## config.mk

```make
export PLATFORM = sky130hd
export DESIGN_NAME = tcs3200_rgb_capture
export DESIGN_NICKNAME = d
export VERILOG_FILES = /design/src/rtl/tcs3200_rgb_capture.sv
export SDC_FILE = /design/constraint.sdc
export NUM_CORES = 1
export LEC_CHECK = 0
export CORE_UTILIZATION = 50
export CTS_CLUSTER_SIZE = 30
export DETAILED_ROUTE_END_ITERATION = 16
export GPL_TIMING_DRIVEN = 0
export HOLD_SLACK_MARGIN = 0.12
export PLACE_DENSITY = 0.73
export REMOVE_ABC_BUFFERS = 1
export SLEW_MARGIN = 40
export SYNTH_ARGS = -nofsm -noshare
export SYNTH_HDL_FRONTEND = slang
export SYNTH_SLANG_ARGS = --single-unit
```

## constraint.sdc

```tcl
create_clock -name sys_clk -period 3 [get_ports sys_clk]
set_input_delay 0.6 -clock sys_clk [delete_from_list [all_inputs] [get_ports sys_clk]]
set_output_delay 0.6 -clock sys_clk [all_outputs]
set_load 0.01 [all_outputs]
```

## src/rtl/tcs3200_rgb_capture.sv

```systemverilog
// TCS3200 colour front end: cycles the R/B/G filters, counts sensor edges over a fixed gate
// and scales each count against a stored white reference into the 8-bit data_r/g/b bus.
module tcs3200_rgb_capture #(
    parameter int GATE_CYCLES   = 500000,
    parameter int SETTLE_CYCLES = 5000,
    parameter int CNT_W         = 20
) (
    input  logic       sys_clk,
    input  logic       sys_rst,
    input  logic       sensor_out,
    input  logic       cal_white,
    output logic       s0,
    output logic       s1,
    output logic       s2,
    output logic       s3,
    output logic [7:0] data_r,
    output logic [7:0] data_g,
    output logic [7:0] data_b,
    output logic       data_valid,
    output logic       cal_done
);
    localparam int DW         = CNT_W + 8;
    localparam int DIV_CYCLES = DW + 1;
    localparam int TMR_MAX    = (GATE_CYCLES > SETTLE_CYCLES)
                              ? ((GATE_CYCLES > DIV_CYCLES) ? GATE_CYCLES : DIV_CYCLES)
                              : ((SETTLE_CYCLES > DIV_CYCLES) ? SETTLE_CYCLES : DIV_CYCLES);
    localparam int TMR_W      = $clog2(TMR_MAX + 1);

    localparam logic [1:0] ST_SETTLE = 2'd0;
    localparam logic [1:0] ST_GATE   = 2'd1;
    localparam logic [1:0] ST_DIV    = 2'd2;
    localparam logic [1:0] CH_R      = 2'd0;
    localparam logic [1:0] CH_B      = 2'd1;
    localparam logic [1:0] CH_G      = 2'd2;

    logic [1:0]       state_q, state_d, ch_q, ch_d;
    logic [TMR_W-1:0] tmr_q, tmr_d;
    logic [1:0]       sync_q;
    logic             prev_q;
    logic [CNT_W-1:0] cnt_q, cnt_d, raw_r_q, raw_r_d, raw_b_q, raw_b_d;
    logic [CNT_W-1:0] white_r_q, white_r_d, white_g_q, white_g_d, white_b_q, white_b_d;
    logic [DW-1:0]    quo_q, quo_d;
    logic [CNT_W-1:0] rem_q, rem_d;
    logic [7:0]       sh_r_q, sh_r_d, sh_b_q, sh_b_d;
    logic [7:0]       data_r_q, data_r_d, data_g_q, data_g_d, data_b_q, data_b_d;
    logic             data_valid_q, data_valid_d, cal_done_q, cal_done_d;
    logic             cal_pend_q, cal_pend_d, cal_frame_q, cal_frame_d;

    logic             rise, tmr_last, adv, ge;
    logic [CNT_W-1:0] cnt_inc, white_sel, rem_step;
    logic [CNT_W:0]   rem_sh;
    logic [DW-1:0]    quo_step, prod;
    logic [7:0]       res;

    always_comb begin
        rise    = sync_q[1] & ~prev_q;
        cnt_inc = (rise && cnt_q != '1) ? cnt_q + CNT_W'(1) : cnt_q;
        prod    = {cnt_q, 8'b0} - {8'b0, cnt_q};

        case (ch_q)
            CH_R:    white_sel = white_r_q;
            CH_B:    white_sel = white_b_q;
            default: white_sel = white_g_q;
        endcase

        // Remainder stays below the divisor, so only its low CNT_W bits need storing.
        rem_sh   = {rem_q, quo_q[DW-1]};
        ge       = rem_sh[CNT_W] | (rem_sh[CNT_W-1:0] >= white_sel);
        rem_step = ge ? rem_sh[CNT_W-1:0] - white_sel : rem_sh[CNT_W-1:0];
        quo_step = {quo_q[DW-2:0], ge};

        if (white_sel == '0)
            res = (|cnt_q[CNT_W-1:8]) ? 8'hFF : cnt_q[7:0];
        else
            res = (|quo_step[DW-1:8]) ? 8'hFF : quo_step[7:0];

        case (state_q)
            ST_SETTLE: tmr_last = (tmr_q == TMR_W'(SETTLE_CYCLES - 1));
            ST_GATE:   tmr_last = (tmr_q == TMR_W'(GATE_CYCLES - 1));
            ST_DIV:    tmr_last = (tmr_q == TMR_W'(DIV_CYCLES - 1));
            default:   tmr_last = 1'b1;
        endcase
    end

    always_comb begin
        state_d      = state_q;
        ch_d         = ch_q;
        tmr_d        = tmr_q + TMR_W'(1);
        cnt_d        = cnt_q;
        raw_r_d      = raw_r_q;
        raw_b_d      = raw_b_q;
        white_r_d    = white_r_q;
        white_g_d    = white_g_q;
        white_b_d    = white_b_q;
        quo_d        = quo_q;
        rem_d        = rem_q;
        sh_r_d       = sh_r_q;
        sh_b_d       = sh_b_q;
        data_r_d     = data_r_q;
        data_g_d     = data_g_q;
        data_b_d     = data_b_q;
        data_valid_d = 1'b0;
        cal_done_d   = 1'b0;
        cal_pend_d   = cal_pend_q | cal_white;
        cal_frame_d  = cal_frame_q;
        adv          = 1'b0;

        case (state_q)
            ST_SETTLE: begin
                cnt_d = '0;
                if (tmr_last) begin
                    state_d = ST_GATE;
                    tmr_d   = '0;
                end
            end
            ST_GATE: begin
                cnt_d = cnt_inc;
                if (tmr_last) begin
                    tmr_d = '0;
                    if (cal_frame_q) begin
                        adv = 1'b1;
                        case (ch_q)
                            CH_R: raw_r_d = cnt_inc;
                            CH_B: raw_b_d = cnt_inc;
                            default: begin
                                white_r_d  = raw_r_q;
                                white_b_d  = raw_b_q;
                                white_g_d  = cnt_inc;
                                cal_done_d = 1'b1;
                            end
                        endcase
                    end else begin
                        state_d = ST_DIV;
                    end
                end
            end
            ST_DIV: begin
                if (tmr_q == '0) begin
                    quo_d = prod;
                    rem_d = '0;
                end else if (white_sel != '0) begin
                    quo_d = quo_step;
                    rem_d = rem_step;
                end
                if (tmr_last) begin
                    tmr_d = '0;
                    adv   = 1'b1;
                    case (ch_q)
                        CH_R: sh_r_d = res;
                        CH_B: sh_b_d = res;
                        default: begin
                            data_r_d     = sh_r_q;
                            data_b_d     = sh_b_q;
                            data_g_d     = res;
                            data_valid_d = 1'b1;
                        end
                    endcase
                end
            end
            default: begin
                state_d = ST_SETTLE;
                tmr_d   = '0;
            end
        endcase

        if (adv) begin
            state_d = ST_SETTLE;
            if (ch_q == CH_G) begin
                ch_d        = CH_R;
                cal_frame_d = cal_pend_q;
                cal_pend_d  = cal_white;
            end else begin
                ch_d = ch_q + 2'd1;
            end
        end
    end

    always_ff @(posedge sys_clk) begin
        if (sys_rst) begin
            state_q      <= ST_SETTLE;
            ch_q         <= CH_R;
            tmr_q        <= '0;
            sync_q       <= '0;
            prev_q       <= 1'b0;
            cnt_q        <= '0;
            raw_r_q      <= '0;
            raw_b_q      <= '0;
            white_r_q    <= '0;
            white_g_q    <= '0;
            white_b_q    <= '0;
            quo_q        <= '0;
            rem_q        <= '0;
            sh_r_q       <= '0;
            sh_b_q       <= '0;
            data_r_q     <= '0;
            data_g_q     <= '0;
            data_b_q     <= '0;
            data_valid_q <= 1'b0;
            cal_done_q   <= 1'b0;
            cal_pend_q   <= 1'b0;
            cal_frame_q  <= 1'b0;
        end else begin
            state_q      <= state_d;
            ch_q         <= ch_d;
            tmr_q        <= tmr_d;
            sync_q       <= {sync_q[0], sensor_out};
            prev_q       <= sync_q[1];
            cnt_q        <= cnt_d;
            raw_r_q      <= raw_r_d;
            raw_b_q      <= raw_b_d;
            white_r_q    <= white_r_d;
            white_g_q    <= white_g_d;
            white_b_q    <= white_b_d;
            quo_q        <= quo_d;
            rem_q        <= rem_d;
            sh_r_q       <= sh_r_d;
            sh_b_q       <= sh_b_d;
            data_r_q     <= data_r_d;
            data_g_q     <= data_g_d;
            data_b_q     <= data_b_d;
            data_valid_q <= data_valid_d;
            cal_done_q   <= cal_done_d;
            cal_pend_q   <= cal_pend_d;
            cal_frame_q  <= cal_frame_d;
        end
    end

    assign s0         = 1'b1;
    assign s1         = 1'b0;
    assign s2         = (ch_q == CH_G);
    assign s3         = (ch_q != CH_R);
    assign data_r     = data_r_q;
    assign data_g     = data_g_q;
    assign data_b     = data_b_q;
    assign data_valid = data_valid_q;
    assign cal_done   = cal_done_q;

endmodule

```

## Word level (Yosys, flattened, before mapping)

Index checks and enable logic that the tools add are counted.

- Output and inout port bits: 30
- Input bits: 4
- Logic and storage cells: 99
- Flip-flop bits (word level): 238

- Bitwise operators: 10
- Eq/ne operators: 11
- Reductions and logical operators: 26
- $add $sub $neg: 5
- Muxes and demuxes: 24
- Order comparisons: 1

Operators with widths:

| operator | number |
|---|---|
| two-way mux 20 bit | 4 |
| one-hot mux 20 bit (2 select lines) | 2 |
| two-way mux 28 bit | 2 |
| subtractor 28 x 20 -> 28 bit | 1 |
| two-way mux 8 bit | 3 |
| adder 20 x 1 -> 20 bit, second input constant | 1 |
| greater-or-equal comparator 20 bit | 1 |
| zero test 20 bit | 1 |
| inequality test 20 bit, second input constant | 1 |
| nonzero test 20 bit | 1 |
| OR reduction 20 bit | 1 |
| subtractor 20 bit | 1 |
| adder 19 x 1 -> 19 bit, second input constant | 1 |
| == test 19 x 13 -> 1 bit, second input constant | 1 |
| == test 19 bit, second input constant | 1 |
| == test 19 x 5 -> 1 bit, second input constant | 1 |
| zero test 19 bit | 1 |
| AND reduction 4 bit | 4 |
| OR reduction 12 bit | 1 |
| AND reduction 3 bit | 3 |
| OR reduction 3 bit | 3 |
| two-way mux 2 bit | 4 |
| inverter 1 bit | 7 |
| two-way mux 1 bit | 6 |
| 15 further kinds | 25 |

## Logic depth before layout (Yosys ltp)

Gate-level depths: netlist of the first run.

- Depth in word-level cells: 7
- Depth in mapped cells: 15
- Gate-level depth less buffers: 12

## Worst setup path before layout of the first run

Ideal clock, no wire load.

- Path type: reg-to-reg
- From: reg ch_q[0]
- To: reg rem_q[7]
- Slack: -0.273 ns
- Period minus slack after synthesis: 3.273 ns
- Buffers on the path: 3
- Library setup time: 0.133 ns
- Cell stages (with the launch flop): 16
- Data arrival time: 3.140 ns
- Required time: 2.867 ns
- Cell sequence: dfxtp_1 buf_6 buf_6 mux2_4 mux2i_4 inv_1 fa_1 o221a_2 o31ai_4 a31o_1 o21ai_2 a31oi_4 or2_2 buf_6 mux2i_1 o32ai_1

- Cells in the longest elaborated chain, start to end: 7
- Elaborated cells between the ends (all ways): 12
- Classes of those cells: add/sub (1); order compare (1); eq/ne (1); mux (4); bitwise (1); reduce/logical (4)

Ends and longest elaborated chain:

| what | line | text |
|---|---|---|
| start, declared | 36 | `logic [1:0] state_q, state_d, ch_q, ch_d;` |
| start signal, assigned | 204 | `ch_q <= ch_d;` |
| == test 2 x 1 -> 1 bit / zero test 2 bit (equally long branches) | 60 | `case (ch_q)` |
| one-hot mux 20 bit (2 select lines) * | 60 |  |
| greater-or-equal comparator 20 bit | 68 | `ge = rem_sh[CNT_W] \| (rem_sh[CNT_W-1:0] >= white_sel);` |
| OR 1 bit | 68 |  |
| two-way mux 20 bit | 69 | `rem_step = ge ? rem_sh[CNT_W-1:0] - white_sel : rem_sh[CNT_W-1:0];` |
| two-way mux 20 bit | 141 | `end else if (white_sel != '0) begin` |
| two-way mux 20 bit | 138 | `if (tmr_q == '0) begin` |
| end signal, assigned | 215 | `rem_q <= rem_d;` |
| end, declared | 43 | `logic [CNT_W-1:0] rem_q, rem_d;` |

Mark *: on every way between the ends. The rest lies on a longest branch, timed or not. The select of a mux whose other input is x is not followed.
A chain may end at the register's enable or synchronous reset.

## Worst setup path after layout of the first run

Ends and elaborated chain as after synthesis.

==> impl_metrics.ini, run 1 <==
[synthesis]
synthMuxAreaShare_pct = 6.35
synth_xor_area_share_pct = 5.61
synth_seq_cells = 238
ys_seq_area_share_pct = 39.1
synthSimpleGateAreaFrac_pct = 22.5
synth_flop_cell = dfxtp_1
synthAdderAreaFrac_pct = 4.11
synthArstFlopShare_pct = 0
synth_area_leaders = dfxtp_1 39%, nor2_1 6.4%, nand2_1 5.9%, a21oi_1 5.1%, ha_1 3.7%
syn-cell-area_um2 = 12200
synth_top_area_share_pct = 39.1
synth_top_family_by_area = simple AND/OR/NAND/NOR gates
syn_avg_cell_area_um2 = 8.10
syn_inst = 1504
yosysWarnings = 0
synth_cell_type_count = 80
synth_top_area_cell = dfxtp_1
synth_compound_area_share_pct = 17.0
synth_edf_count = 0

[routing]
postRouteAntennaNets = 0
num_vias = 10704
wl_um = 32000
drtIter0Drc = 816
drc = 0
dr.pass1.iters = 7
via_per_inst = 5.77
wl_per_cell_um = 17.3

[sta]
finalHoldViolCount = 0
whs_ns = 0.379
rsz0062_at_grt = true
setup_tns_ns = -10.46
finalClockSkew_ns = 0.0252
slew_headroom_pct = 43.7
tightest_slew_ns = 0.843
setup_ws_ns = -0.470
fmax_mhz = 288
period_share_pct = 116
drv_slew = 0
period_minus_slack_ns = 3.47
setup_viol = 45

[setup_path]
timing.rr.start = ch_q[0]$_SDFFE_PP0P_
cp_max_fo = 8
cp_slowest_stage_delay_ns = 0.44
reg2reg_to = rem_q[7]$_SDFFE_PP0P_
crit_path_end = rem_q[7]$_SDFFE_PP0P_
cpMaxStageDelayCell = dfxtp_4
worstSetupPathType = flop to flop
critPathRequiredTime_ns = 3.40
start_kind = flop
reg2reg_depth = 13
cp.arrival_ns = 3.86
cp_cell_sequence = buf_4, mux2_4, mux2i_2, ha_4, nand2_1, nor2_4, nand3_1, or3b_1, o21a_1, a31oi_4, or2_4, mux2i_1, o32ai_1
rrSetupSlack_ns = -0.47
endpoint_kind = flop
crit_start = ch_q[0]$_SDFFE_PP0P_

[clocking]
cts_tree = built
htreeDepth = 1
cts_root_buf = clkbuf_16
path_clk_slew_ns = 0.06
cts_inserted_buffers = 26
cts_hold_buf = 0
insertion_delay_ns = 0.55
numClockSinks = 238
clockBufferDepth = 3

[placement]
dpl.hpwl_um = 19500
dpl_cell_area_um2 = 12600
gp_congestion = 0.926
port_buffers = 31

[global_routing]
antenna_found_initial = 0
grt_overflow = 0
use_met2_pct = 40.2
grt_pass1_vias = 9739
grt_pass1_wl_um = 49800
busiest_layer = met2
grt_max_degree = 82
track_usage_pct = 24.9
grt_util_met1_pct = 33.6
grt_util_met3_pct = 3.91

[floorplan]
start_util_pct = 51.4
num_io_pins = 34
die_w_um = 158
die_h_um = 158
coreArea_um2 = 23700
die_area_um2 = 25000
row_count = 56

[layout]
layout-drive-gt1-share_pct = 14.4
post-route-util_pct = 60.8
fin_nets = 1563
antenna_cells = 0
fin_area_um2 = 14400
multiInputGateArea_um2 = 7340
nFillCells = 2058
regArea_um2 = 4790
area_delta_synth_final_pct = 18.2

[power_and_ir_drop]
p_leak_uw = 0.00522
power.density_nw_per_um2 = 462
ir_drop_v = 0.000435

[run_status]
status = complete, but fails checks
failed_checks = setup timing

[flow_run]
drv_cap = 0

[worst_hold_path]
hold_path_class = input port to flop
holdPathStages = 2
-- worst min-delay path by stage --
| stage | start | to | slack (ns) |
|---|---|---|---|
| floorplan | sync_q[0]$_SDFF_PP0_ | sync_q[1]$_SDFF_PP0_ | 0.41 |
| global placement | sync_q[0]$_SDFF_PP0_ | sync_q[1]$_SDFF_PP0_ | 0.43 |
| detailed placement | rem_q[19]$_SDFFE_PP0P_ | rem_q[19]$_SDFFE_PP0P_ | 0.44 |
| CTS | sys_rst | white_b_q[12]$_SDFFE_PP0P_ | 0.37 |
| global route | sys_rst | white_b_q[12]$_SDFFE_PP0P_ | 0.39 |
| finish | sys_rst | white_r_q[12]$_SDFFE_PP0P_ | 0.38 |
-- per-stage QoR --
stage | std cells | setup WS (ns) | power [uW]
detailed placement | 1761 | -1.47 | 3630
floorplan | 1403 | -0.986 | 3470
global placement | 1753 | -7.10 | 3600
CTS | 1829 | -0.386 | 6650
global route | 1854 | -0.550 | 6840
finish | 1854 | -0.470 | 6640
-- cells by family (layout without fill, tap and decap cells) --
kind of cell    after synthesis  after routing
other cells                   2              2
xor+xnor                     78             78
flops                       238            238
mux                          68             68
simple gates                606            610
compound gates              323            323
fa+ha+maj                    40             40
buf+inv                     149            176
-- state kept, by name, summed over array words and instances, names as in the netlist, 2 cells and up --
| name | flops |
|---|---|
| ch_q | 2 |
| cnt_q | 20 |
| data_b | 8 |
| data_g | 8 |
| data_r | 8 |
| quo_q | 28 |
| raw_b_q | 20 |
| raw_r_q | 20 |
| rem_q | 20 |
| sh_b_q | 8 |
| sh_r_q | 8 |
| state_q | 2 |
| sync_q | 2 |
| tmr_q | 19 |
| white_b_q | 20 |
| white_g_q | 20 |
| white_r_q | 20 |
-- timing repair --
item,4_1_cts,5_1_grt
pin swaps,18,29
setup endpoints to repair,196,184
buffers inserted,24,23
cloned,3,2
endpoints found under the hold margin,0,0
gates resized for setup,61,63
-- layout make-up --
class,instances,area share [%]
timing repair buffer,86,5.94
inverter,48,1.37
timing repair inverter,1,0.0609
clock buffer,36,5.13
tap,319,2.77
clock inverter,5,0.426
sequential,238,33.3
multi-input combinational,1121,51.0
-- per-layer routing --
metal	routed length (um)	part of all wire (%)
met1	14500	45
met2	15000	47
met3	1750	5.5
met4	802	2.5
met5	0	0
-- where the power goes --
| group | internal, uW | switching, uW | total, uW |
|---|---|---|---|
| sequential | 3170 | 20.0 | 3190 |
| combinational | 117 | 291 | 409 |
| clock | 1780 | 1260 | 3040 |
-- synthesized netlist by cell type (12+ instances only) --
master    instances
a31oi_1          14
nand4_1          22
nor2b_1          15
clkbuf_1         67
xnor2_1          51
and3_1           18
nor3_1           54
buf_2            26
nor4_1           13
a211oi_1         47
dfxtp_1         238
inv_1            45
o21a_1           12
nand2_1         191
a21oi_1         125
o21ai_0          41
mux2_4           12
ha_1             36
xor2_1           27
nand2b_1         17
nor2_1          208
mux2i_1          45
nand3_1          28
-- layout by cell type, fill, tap and decap left out, types with 7 or more instances in the layout --
cell type          n
nor2b_1           14
mux2i_2            7
buf_6              9
xnor2_1           44
nand3_1           25
o21ai_0           38
mux2i_4            7
o21a_1            11
nor2_1           205
and3_1            15
dfxtp_2            8
a21o_1            11
nor4_1            13
a211oi_1          45
clkbuf_16         26
nand2b_1          17
a31oi_1           14
a21oi_1          119
dfxtp_1          227
nor3_1            54
o21ai_1            7
mux2_4            14
mux2i_1           35
nand2_1          188
ha_4               8
nand4_1           22
clkdlybuf4s50_1   30
inv_1             41
buf_4             40
xnor2_2            7
ha_1              24
xor2_1            27
-- worst max-delay path: cells and delay by family (launching register included) --
family	cells	cell delay, ns
adder cells (fa/ha/maj)	1	0.21
buffers and inverters	1	0.17
AO/OA/AOI/OAI	3	0.61
flip-flops	1	0.44
multiplexers	3	0.87
AND/OR/NAND/NOR	5	1.01
Note: power is estimated with default switching activity, not from simulation.
==> run 2: changes to the inputs <==
--- a/config.mk
+++ b/config.mk
@@ -5,6 +5,7 @@
 export SDC_FILE = /design/constraint.sdc
 export NUM_CORES = 1
 export LEC_CHECK = 0
+export CORE_ASPECT_RATIO = 0.8
 export CORE_UTILIZATION = 50
 export CTS_CLUSTER_SIZE = 30
 export DETAILED_ROUTE_END_ITERATION = 16
==> run 2 against run 1 <==
  * The run still ends with setup timing left
  * First-iteration DRC count grew 18%
  * Die area barely moved
  * Design area increased by 1.1%
  * Critical endpoint is now rem_q[17]$_SDFFE_PP0P_
  * Worst setup slack better by 0.13 ns
  * Global-route usage is 0.54 points higher
  * Sequential power about the same
  * Routed wire length is 5.5% higher
  * Sequential share of layout area shrank 0.33 points
  * Core utilization rose by 0.77 points
==> impl_metrics.ini, run 2 (synthesized netlist as in run 1, its figures left out) <==
[layout]
mostFrequentLayoutCells = 225 x dfxtp_1, 205 x nor2_1, 187 x nand2_1
largest-register = quo_q
layout-drive-gt1-share_pct = 15.1
mostFrequentLayoutCell = dfxtp_1
stdcell_count = 1852
nFillCells = 2030
antenna_cells = 0
largest_reg_flops = 28
fin_nets = 1565
area_delta_synth_final_pct = 19.5

[global_routing]
antenna_found_initial = 1
track_usage_pct = 25.4
grt_pass1_wl_um = 51800
grt_pass1_vias = 9980
grt_overflow = 0
grt_max_degree = 95

[sta]
tightest_slew_ns = 0.679
period_minus_slack_ns = 3.34
drv_slew = 0
fmax_mhz = 300
period_share_pct = 111
finalHoldViolCount = 0
finalClockSkew_ns = 0.0192
slew_headroom_pct = 54.8
rsz0062_at_grt = true
setup_viol = 38
setup_ws_ns = -0.336

[clocking]
cts_hold_buf = 0
insertion_delay_ns = 0.53
numClockSinks = 238
cts_tree = built
clockBufferDepth = 3
htreeDepth = 1
cts_inserted_buffers = 25
cts_root_buf = clkbuf_16
path_clk_slew_ns = 0.06

[routing]
drc = 0
postRouteAntennaNets = 0
wl_per_cell_um = 18.2
drtIter0Drc = 963
via_per_inst = 5.90
wl_um = 33800
num_vias = 10930
dr.pass1.iters = 5

[setup_path]
cp_max_fo = 7
worstSetupPathType = flop to flop
start_kind = flop
timing.critical_path.buf_inv = 5
cpMaxStageDelayCell = dfxtp_4
critPathRequiredTime_ns = 3.41
cp_common_cell = buf_6
cp_cell_sequence = buf_6, mux2_4, mux2i_4, inv_2, fa_2, buf_4, nor2b_1, o31ai_4, a31o_1, o21ai_4, a31oi_4, buf_6, nor2_4, buf_6, a32oi_1, o21ai_1
crit_family = compound AO/OA/AOI/OAI gates
cp_slowest_stage_delay_ns = 0.39
cp.arrival_ns = 3.74
endpoint_kind = flop

[power_and_ir_drop]
swShare_pct = 24.3
seq_power_share_pct = 48.9
ir_drop_v = 0.000378
p_sw_uw = 1590
combPwrFrac_pct = 6.5
internal_power_uw = 4940
fin_total_pwr_uw = 6530
power.density_nw_per_um2 = 449
p_leak_uw = 0.00523
pwr-share-clk_pct = 44.5

[floorplan]
die_h_um = 142
start_util_pct = 51.5
num_io_pins = 34
die_area_um2 = 25000
coreArea_um2 = 23600
die_w_um = 176
row_count = 50

[placement]
port_buffers = 31
pre_cts_ws_ns = -1.35
dpl.hpwl_um = 20200
gp_congestion = 0.909
dpl.cell_count = 1755

[flow_run]
drv_cap = 0

[worst_hold_path]
hold_path_class = input port to flop

[run_status]
status = complete, but fails checks
failed_checks = setup timing
[run 2: final timing paths]
kind | from | endpoint | slack [ns] | depth (start not counted)
worst max-delay path | ch_q[0]$_SDFFE_PP0P_ | rem_q[17]$_SDFFE_PP0P_ | -0.34 | 16
worst min register to register | rem_q[19]$_SDFFE_PP0P_ | rem_q[19]$_SDFFE_PP0P_ | 0.45 | 2
worst min-delay path | sys_rst | cal_done$_SDFF_PP0_ | 0.44 | 2
worst max register to register | ch_q[0]$_SDFFE_PP0P_ | rem_q[17]$_SDFFE_PP0P_ | -0.34 | 16
[run 2: cell type report]
cell class                      instances  area [um^2]  share of cell area, %
Sequential cell                       238         4790                   32.9
Clock buffer                           37          721                   4.95
Inverter                               48          201                   1.38
Clock inverter                          6         32.5                  0.224
Tap cell                              312          390                   2.68
Timing Repair Buffer                   89          942                   6.48
Multi-Input combinational cell       1122         7470                   51.4
[run 2: worst register-to-register path: cells and delay by family, from the launching register on]
kind                     cells  cell delay [ns]
AO/OA/AOI/OAI                6             1.10
adder cells (fa/ha/maj)      1             0.36
buffers and inverters        5             0.62
flip-flops                   1             0.39
multiplexers                 2             0.57
AND/OR/NAND/NOR              2             0.19
[run 2: what timing repair did]
action / in CTS / in global routing
pin swaps: 33 / 30
resized for setup: 99 / 55
cloned: 3 / 4
setup endpoints to repair: 208 / 163
buffers inserted: 23 / 24
[run 2: stage by stage]
stage / setup TNS [ns] / util (%) / hold slack, ns / cell area (um^2)
after floorplan: -49.28 / - / 0.414 / 11700
after CTS: -5.95 / 59.0 / 0.428 / 14000
after detailed placement: -80.65 / 53.3 / 0.438 / 12600
after global routing: -10.94 / 61.5 / 0.446 / 14500
after global placement: -992.19 / 52.5 / 0.417 / 12400
final: -6.25 / 61.5 / 0.435 / 14500
[run 2: power groups by stage]
stage               Sequential (uW)  Clock, uW  Combinational [uW]
finish                         3190       2910                 427
global route                   3190       3090                 460
CTS                            3190       2940                 401
detailed placement             3260          0                 387
global placement               3260          0                 358
floorplan                      3260          0                 213
[run 2: metal layers]
metal | vias to the layer above | GRT usage [%] | wire [um] | part of all wire, %
li1 | 5255 | - | - | -
met1 | 5241 | 36.5 | 15500 | 46
met2 | 382 | 39.5 | 15100 | 45
met3 | 52 | 4.13 | 2570 | 7.6
met4 | 0 | 6.31 | 634 | 1.9
met5 | - | 0 | 0 | 0
==> run 3: changes to the inputs <==
--- a/config.mk
+++ b/config.mk
@@ -5,7 +5,6 @@
 export SDC_FILE = /design/constraint.sdc
 export NUM_CORES = 1
 export LEC_CHECK = 0
-export CORE_ASPECT_RATIO = 0.8
 export CORE_UTILIZATION = 50
 export CTS_CLUSTER_SIZE = 30
 export DETAILED_ROUTE_END_ITERATION = 16
@@ -13,7 +12,7 @@
 export HOLD_SLACK_MARGIN = 0.12
 export PLACE_DENSITY = 0.73
 export REMOVE_ABC_BUFFERS = 1
-export SLEW_MARGIN = 40
 export SYNTH_ARGS = -nofsm -noshare
 export SYNTH_HDL_FRONTEND = slang
 export SYNTH_SLANG_ARGS = --single-unit
+export TNS_END_PERCENT = 1
==> run 3 against run 2 <==
  * Cell count shrank 1.4%
  * Clock skew shrank 0.0044 ns
  * Critical endpoint is now rem_q[7]$_SDFFE_PP0P_
  * Combinational power fell by 4.7%
  * The flow still finishes with violations (setup timing)
  * Via count fell by 4.5%
==> impl_metrics.ini, run 3 (synthesized netlist as in run 1, its figures left out) <==
[run_status]
status = complete, but fails checks
failed_checks = setup timing

[global_routing]
grt_pass1_vias = 9655
antenna_found_initial = 0
use_met2_pct = 40.8
busiest_layer = met2
grt_max_degree = 112
grt_overflow = 0
grt_util_met3_pct = 3.81
track_usage_pct = 24.5
grt_util_met1_pct = 33.3
grt_pass1_wl_um = 49400

[setup_path]
endpoint_kind = flop
cpMaxStageDelayCell = dfxtp_4
start_kind = flop
cp_max_fo = 6
worstSetupPathType = flop to flop
cp_slowest_stage_delay_ns = 0.40
timing.critical_path.buf_inv = 2
crit_family = compound AO/OA/AOI/OAI gates
critPathRequiredTime_ns = 3.38
cp.arrival_ns = 3.72
cp_cell_sequence = mux2_4, mux2i_4, buf_6, inv_2, fa_2, o221a_4, o31ai_4, a31o_1, o21ai_4, a31oi_4, or2_4, mux2i_1, o32ai_1

[layout]
layout-drive-gt1-share_pct = 11.4
post-route-util_pct = 59.4
mostFrequentLayoutCells = 225 x dfxtp_1, 206 x nor2_1, 190 x nand2_1
nFillCells = 2110
fin_nets = 1532
fin_area_um2 = 14100
largest-register = quo_q
area_delta_synth_final_pct = 15.6
antenna_cells = 0
stdcell_count = 1826
mostFrequentLayoutCell = dfxtp_1
largest_reg_flops = 28
regArea_um2 = 4790
multiInputGateArea_um2 = 7230

[routing]
num_vias = 10434
drc = 0
drtIter0Drc = 855
wl_um = 30700
wl_per_cell_um = 16.8
dr.pass1.iters = 5
postRouteAntennaNets = 0
via_per_inst = 5.71

[floorplan]
die_h_um = 158
start_util_pct = 51.4
coreArea_um2 = 23700
row_count = 56
num_io_pins = 34
die_w_um = 158
die_area_um2 = 25000

[worst_hold_path]
hold_path_class = flop to flop

[sta]
tightest_slew_ns = 1.01
setup_viol = 24
fmax_mhz = 299
setup_ws_ns = -0.340
drv_slew = 0
period_share_pct = 111
slew_headroom_pct = 32.5
whs_ns = 0.445
finalHoldViolCount = 0
rsz0062_at_grt = true
finalClockSkew_ns = 0.0148
period_minus_slack_ns = 3.34

[placement]
dpl_cell_area_um2 = 12600
dpl.cell_count = 1759
dpl.hpwl_um = 19400
gp_congestion = 0.926
port_buffers = 31

[power_and_ir_drop]
fin_total_pwr_uw = 6630
power.density_nw_per_um2 = 471
p_leak_uw = 0.00504
ir_drop_v = 0.000464

[clocking]
cts_tree = built
htreeDepth = 1
path_clk_slew_ns = 0.06
cts_root_buf = clkbuf_16
numClockSinks = 238
cts_inserted_buffers = 26
insertion_delay_ns = 0.54
clockBufferDepth = 3

[flow_run]
drv_cap = 0
-- run 3: cell count changes in the layout (fill, tap and decap cells not counted), sizes merged --
cell / change
and2: -3
and3: -1
inv: +1
clkbuf: -1
buf: -30
bufinv: +1
-- run 3: area by class of cell --
type,instances,share of cell area (%)
clock buffer,37,5.13
clock inverter,7,0.551
timing repair buffer,58,4.63
timing repair inverter,1,0.0622
tap,319,2.84
sequential,238,34.0
inverter,48,1.40
multi-input combinational,1118,51.3
-- run 3: path summary, 6_finish.rpt --
kind,startpoint,endpoint,slack [ns],cells after the start
max,ch_q[0]$_SDFFE_PP0P_,rem_q[7]$_SDFFE_PP0P_,-0.34,13
min,raw_r_q[12]$_SDFFE_PP0P_,white_r_q[12]$_SDFFE_PP0P_,0.44,2
max reg2reg,ch_q[0]$_SDFFE_PP0P_,rem_q[7]$_SDFFE_PP0P_,-0.34,13
min reg2reg,raw_r_q[12]$_SDFFE_PP0P_,white_r_q[12]$_SDFFE_PP0P_,0.44,2
-- run 3: tightest hold or removal path: cells and delay by family, from the launching register on --
family | cells | cell delay, ns
flops | 1 | 0.30
compound gates | 1 | 0.05
simple gates | 1 | 0.05
-- run 3: per-layer routing --
metal	share of wire, %	vias to the layer above
li1	-	5178
met1	46	4931
met2	46	281
met3	6.0	44
met4	1.7	0
met5	0	-
-- run 3: timing repair --
action / 4_1_cts / 5_1_grt
gates cloned: 2 / 0
gates resized for setup: 73 / 39
buffers inserted: 21 / 0
setup endpoints to repair: 233 / 184
hold buffers: 0 / 0
pin swaps: 11 / 10
-- run 3: power by group --
group          switching, uW  total, uW  internal, uW
logic                    292        407           115
registers               20.7       3200          3180
clock network           1280       3030          1750
total                   1590       6630          5040
-- run 3: through the flow --
| step | TNS (ns) | setup slack, ns |
|---|---|---|
| after floorplan | -49.28 | -0.986 |
| after global placement | -988.23 | -7.10 |
| after detailed placement | -177.10 | -1.41 |
| after CTS | -5.65 | -0.309 |
| after global routing | -11.45 | -0.455 |
| final | -5.84 | -0.340 |
